[src/rtl/alu_wb_stage.sv]
// ALU writeback stage: 2-entry {result, flag} FIFO plus the architectural flag register (flag_q).
// Latency 1 cycle; in_ready = not full; optional out_zero head-zero detect under ALU_WB_ZERO_FLAG_EN.
module alu_wb_stage #(
  parameter int ANCHO = 4
) (
  input  logic             clk,
  input  logic             rst_n,
  input  logic             in_valid,
  output logic             in_ready,
  input  logic [3:0]       alu_control,
  input  logic [ANCHO-1:0] alu_result,
  input  logic             alu_flags,
  output logic             flag_q,
  output logic             out_valid,
  input  logic             out_ready,
  output logic [ANCHO-1:0] out_result,
  output logic             out_flag,
  output logic [1:0]       count
`ifdef ALU_WB_ZERO_FLAG_EN
  ,
  output logic             out_zero
`endif
);

  logic [ANCHO-1:0] r_mem_res [2];
  logic [1:0]       r_mem_flag;
  logic             r_wr_ptr;
  logic             r_rd_ptr;
  logic [1:0]       r_count;
  logic             r_flag_q;

  logic             w_push;
  logic             w_pop;
  logic             w_flag_op;
  logic             w_legal;
  logic [ANCHO-1:0] w_push_res;
  logic             w_push_flag;

  always_comb begin
    w_flag_op = 1'b0;
    w_legal   = 1'b0;
    case (alu_control)
      4'h2, 4'h6, 4'h8, 4'h9: begin
        w_flag_op = 1'b1;
        w_legal   = 1'b1;
      end
      4'h0, 4'h1, 4'h3, 4'h4, 4'h5, 4'h7: w_legal = 1'b1;
      default: ;
    endcase
  end

  // Illegal ops store a clean zero entry so an undefined result word never reaches the outputs.
  assign w_push_res  = w_legal ? alu_result : '0;
  assign w_push_flag = w_flag_op ? alu_flags : (w_legal ? r_flag_q : 1'b0);

  assign in_ready  = (r_count != 2'd2);
  assign out_valid = (r_count != 2'd0);
  assign w_push    = in_valid & in_ready;
  assign w_pop     = out_valid & out_ready;

  always_ff @(posedge clk or negedge rst_n) begin
    if (!rst_n) begin
      r_mem_res[0] <= '0;
      r_mem_res[1] <= '0;
      r_mem_flag   <= '0;
      r_wr_ptr     <= 1'b0;
      r_rd_ptr     <= 1'b0;
      r_count      <= 2'd0;
      r_flag_q     <= 1'b0;
    end else begin
      if (w_push) begin
        r_mem_res[r_wr_ptr]  <= w_push_res;
        r_mem_flag[r_wr_ptr] <= w_push_flag;
        r_wr_ptr             <= ~r_wr_ptr;
        if (w_flag_op) r_flag_q <= alu_flags;
      end
      if (w_pop) r_rd_ptr <= ~r_rd_ptr;
      case ({w_push, w_pop})
        2'b10:   r_count <= r_count + 2'd1;
        2'b01:   r_count <= r_count - 2'd1;
        default: ;
      endcase
    end
  end

  assign out_result = r_mem_res[r_rd_ptr];
  assign out_flag   = r_mem_flag[r_rd_ptr];
  assign flag_q     = r_flag_q;
  assign count      = r_count;

`ifdef ALU_WB_ZERO_FLAG_EN
  assign out_zero = out_valid & (out_result == '0);
`endif

endmodule

[config.mk]
export PLATFORM = sky130hd
export DESIGN_NAME = alu_wb_stage
export DESIGN_NICKNAME = d
export VERILOG_FILES = /design/src/rtl/alu_wb_stage.sv
export SDC_FILE = /design/constraint.sdc
export NUM_CORES = 1
export LEC_CHECK = 0
export ABC_CLOCK_PERIOD_IN_PS = 2100
export CAP_MARGIN = 25
export CORE_MARGIN = 2
export CORE_UTILIZATION = 45
export CTS_BUF_LIST = sky130_fd_sc_hd__clkbuf_16
export CTS_CLUSTER_DIAMETER = 50
export DETAILED_ROUTE_END_ITERATION = 8
export PLACE_DENSITY_LB_ADDON = 0.15
export SKIP_CTS_REPAIR_TIMING = 1
export SYNTH_ARGS = -nofsm -noshare
export SYNTH_HDL_FRONTEND = slang
export SYNTH_SLANG_ARGS = --single-unit
[constraint.sdc]
create_clock -name clk -period 2.1 [get_ports clk]
set_input_delay 0.21 -clock clk [delete_from_list [all_inputs] [get_ports clk]]
set_output_delay 0.21 -clock clk [all_outputs]
set_load 0.03 [all_outputs]
# [After elaboration in Yosys (flattened, before gate mapping)]
# Cells that the tools add are included.
[word_totals] register_bits=15 out_inout_bits=10 wordCells=58
[op_classes] n_mux=17 bitwise_logic=6 n_eq_ne=12 n_lt_le_gt_ge=6 add_sub_neg=2 reduce_logical=8
[ops] operator="two-way mux 4 bit" n=5
[ops] operator="equality test 4 x 3 -> 1 bit (second input constant)" n=4
[ops] operator="OR reduction 10 bit" n=1
[ops] operator="bitwise mux 8 bit" n=1
[ops] operator="equality test 4 x 2 -> 1 bit (second input constant)" n=2
[ops] operator="equality test 4 bit (second input constant)" n=2
[ops] operator="two-way mux 1 bit" n=7
[ops] operator="demux 4 bit (select 1 bit)" n=1
[ops] operator="equality test 4 x 1 -> 1 bit (second input constant)" n=1
[ops] operator=">= comparator 2 bit (second input constant)" n=2
[ops] operator="logical NOT 4 bit" n=1
[ops] operator="< comparator 1 x 2 -> 1 bit (second input constant)" n=2
[ops] operator="inverter 1 -> 2 bit" n=2
[ops] operator="case mux 2 bit (2 select lines)" n=1
[ops] operator="nonzero test 2 bit" n=2
[ops] operator="OR reduction 4 bit" n=1
[ops] operator="adder 2 x 1 -> 2 bit (second input constant)" n=1
[ops] operator="bitwise AND 1 bit" n=2
[ops] operator="bitwise mux 2 bit" n=1
[ops] operator="equality test 2 x 1 -> 1 bit (second input constant)" n=1
[ops] operator="equality test 2 bit (second input constant)" n=1
[ops] operator="logical AND 1 bit" n=2
[ops] operator="< comparator 2 x 1 -> 1 bit (second input constant)" n=1
[ops] operator="!= test 2 bit (second input constant)" n=1
[ops] operator="other kinds (5)" n=6

# [Depth between registers and ports, before layout]
[depth] depth_word=6 mapped_depth=6

# [Worst setup path before layout]
# Ideal clock, no wire load.
[synth_timing] path_kind="register to register" start="register r_count[0] (netlist: count[0])" end="register r_count[1] (netlist: count[1])" arrival_time_ps=1706 stages_incl_launch_ff=6 period_less_slack_ps=1786 setup_slack_ps=314 cell_sequence="dfrtp_1 > or2_2 > and2_1 > ha_1 > nor2_1 > xor2_1"
[synth_between] elab_chain_len=4 word_cells_on_any_way=10
[synth_lines] item="start, declared" line="29" source="logic [1:0] r_count;"
[synth_lines] item="start signal, assigned" line="79" source="2'b10: r_count <= r_count + 2'd1;"
[synth_lines] item="start signal, assigned" line="80" source="2'b01: r_count <= r_count - 2'd1;"
[synth_lines] item="nonzero test 2 bit *" line="57" source="assign out_valid = (r_count != 2'd0);"
[synth_lines] item="named net out_valid" line="14" source="output logic out_valid,"
[synth_lines] item="bitwise AND 1 bit *" line="59" source="assign w_pop = out_valid & out_ready;"
[synth_lines] item="named net w_pop" line="33" source="logic w_pop;"
[synth_lines] item="equality test 2 x 1 -> 1 bit / equality test 2 bit (equally long branches)" line="78" source="case ({w_push, w_pop})"
[synth_lines] item="case mux 2 bit (2 select lines) / nonzero test 2 bit (equally long branches)"
# The timed path passes the listed nets; every way through them passes the cells marked *.
# A chain may end at the register's enable or synchronous reset.

# [Final worst setup path]
[layout_timing] start="register r_rd_ptr" end="output port out_flag"
[layout_between] elab_chain_len=2
[layout_lines] item="start, declared" line="28" source="logic r_rd_ptr;"
[layout_lines] item="start signal, assigned" line="77" source="if (w_pop) r_rd_ptr <= ~r_rd_ptr;"
[layout_lines] item="two-way mux 1 bit (not written as such) (2 in a row)" line="87" source="assign out_flag = r_mem_flag[r_rd_ptr];"
[layout_lines] item="end, declared" line="17" source="output logic out_flag,"
# No other way between the ends. The select of a mux whose other input is x is not followed.

==> impl_results.md <==
* Max incr delay on CP at 0.59 ns
* RSZ-0062 raised after global routing: false
* Clk root buf: clkbuf_16
* CP required at 1.89 ns
* Layout net count at 111
* Final setup fails at 0
* Min-Delay Path Class: primary input to async pin
* Worst setup EP type: output pin
* Final Hold Vio Count at 0
* Drt wl/cell at 13.43 µm
* Maximum VDD drop at 0.001079 V
* Die area at 2069 µm²
* Worst Skew at 0.001612 ns
* Grt total ovfl at 0
* Ports at 23
* Largest net degree at the start of global routing at 16
* Area leader, netlist: dfrtp_1
* Most common cell after layout, fill and taps aside: clkdlybuf4s50_1
* Worst-Margin Slew at 0.6833 ns
* CTS tree: done
* Cell Area, Synth at 774.5 µm²
* Antenna Cells at 0
* Router iterations before antenna repair at 2
* Register Area at 375.4 µm²
* Sequential-to-total area share from yosys stat at 0.4847
* CP arrival at 1.74 ns
* Worst-Skew Late Latency at 0.24 ns
* Slew Viols, Final at 0
* Largest cells by area after synthesis: dfrtp_1 (48%), mux2i_1 (10%), nand2_1 (4.4%), inv_1 (3.9%), mux2_4 (3.9%)
* CTS H-tree lvls at 1
* Most frequent cells in the layout: clkdlybuf4s50_1 (22), dfrtp_1 (15), nand2_1 (9), inv_1 (8), mux2i_1 (8)
* Clk buf depth at 2
* Final worst path period need at 1.946 ns
* Clock-pin slew of the registers on the worst-case setup and hold paths at 0.05 ns
* Gate Count Post-Synth at 72
* Max Cap Viol at 0
* Total Power at 1.802 mW
* GPL Wtd Cong at 0.7238
* Critical-path cell list: mux2_2 -> clkdlybuf4s50_1
* Number of port buffers at 22
* Die H at 45.49 µm
* Clock Sink Count at 15
* Vias per cell at 5.143
* GRT Total Usage at 0.1682
* Initial drt markers at 4
* Final worst-path cycle share at 0.9266
* Synth async-reset ratio at 1.000
* Yosys cell types at 22
* Initial Utilization at 0.4968
* Max Freq at 513.9 MHz
* Final wirelength at 1504 µm
* Die W at 45.49 µm
* Core area at 1559 µm²
* Crit path max fanout at 10
* Number of global-route vias before repair at 578
* Startpoint type of the worst setup path: register
* CTS Buf Count at 3
* FP Rows at 14
* Syn Nets at 86
* Status: finished clean
* Seq cells post-synth at 15
* Routed via count at 576
* CP max stage cell: clkdlybuf4s50_1
* Syn Area/Cell at 10.76 µm²
* HPWL after DPL at 1065 µm
* Hold_ws at 0.3852 ns
* Final TNS setup at 0 ns
* Worst Setup Path Type: register to output pin
* Leakage at 0.4898 nW
* Initial antenna violation count at 0
* Post-synth EDFFs at 0
* Layout area overhead at 40.55%
* Share of cells above drive strength 1 at 0.1146
* Pwr Density at 1656 nW/µm²
* First-pass GRT wire length at 2449 µm
* DRC at 0
* # fillers at 122
* Top cell type's share of synthesized area at 0.4847
* Detail Route Antenna Nets at 0
* Area of the multi-input gates at 355.3 µm²
* Synth warn at 0
* Slew Limit Headroom at 0.5430
* Post-synth top flop: dfrtp_1
through the flow:
step	utilization	cells	cell area [µm²]	setup slack [ns]
detailed placement	0.6469	108	1008	0.3129
floorplan	-	72	774.5	0.3136
global route	0.6982	112	1089	0.1204
CTS	0.6982	112	1089	0.1500
global placement	0.6469	108	1008	0.3529
finish	0.6982	112	1089	0.1541
power breakdown:
group / total [mW] / leakage [nW] / switching (mW) / internal [mW]
Combinational: 0.890 / 0.265 / 0.465 / 0.425
Clock: 0.367 / 0.0409 / 0.113 / 0.254
Sequential: 0.545 / 0.184 / 0.113 / 0.431
Total: 1.80 / 0.490 / 0.692 / 1.11
per-layer routing:
layer / GRT usage / vias to the layer above / part of all wire
met4: 0.08235 / 0 / 0.0060
met1: 0.2228 / 270 / 0.49
met5: 0 / - / 0
li1: - / 291 / -
met2: 0.2507 / 13 / 0.45
met3: 0.04762 / 2 / 0.053
cell usage after synthesis, types with 2 or more instances:
library cell and count:
dfrtp_1 15, nand2_1 9, inv_1 8, mux2i_1 8, o21ai_0 5, nor3b_1 3, xnor2_1 3, and3b_1 2
buf_2 2, mux2_2 2, mux2_4 2, nor4bb_1 2, xor2_1 2
layout make-up:
type | count | share of cell area
tap | 16 | 0.01839
inverter | 8 | 0.02759
clock buffer | 3 | 0.06897
clock inverter | 1 | 0.004598
timing repair buffer | 23 | 0.2092
sequential | 15 | 0.3448
multi-input combinational | 46 | 0.3264
worst max-delay path: cells and delay by family, from the launching register on:
kind / cells / cell delay [ns]
mux: 1 / 0.38
buf+inv: 1 / 0.59
flops: 1 / 0.53
kinds of logic after synthesis:
family / synth area share
fa+ha+maj: 0.01615
xor+xnor: 0.05655
simple gates: 0.1729
buf+inv: 0.05654
mux: 0.1712
compound gates: 0.04200
flops: 0.4847
registers in the layout, summed over array words and instances, names as in the netlist:
| name | cells |
|---|---|
| r_mem_flag | 2 |
| r_rd_ptr | 1 |
| count | 2 |
| r_wr_ptr | 1 |
| r_mem_res | 8 |
| flag_q | 1 |
worst paths after layout:
path	startpoint	endpoint	depth (start not counted)	slack [ns]
setup / recovery	r_rd_ptr	out_flag	2	0.15
min in group clk	r_wr_ptr	r_wr_ptr	1	0.48
hold / removal	rst_n	r_mem_flag[1]	1	0.39
hold reg to reg	r_wr_ptr	r_wr_ptr	1	0.48
max in group asynchronous	rst_n	r_wr_ptr	1	1.28
setup reg to reg	count[0]	count[1]	5	0.50
(Power assumes the default switching activity.)
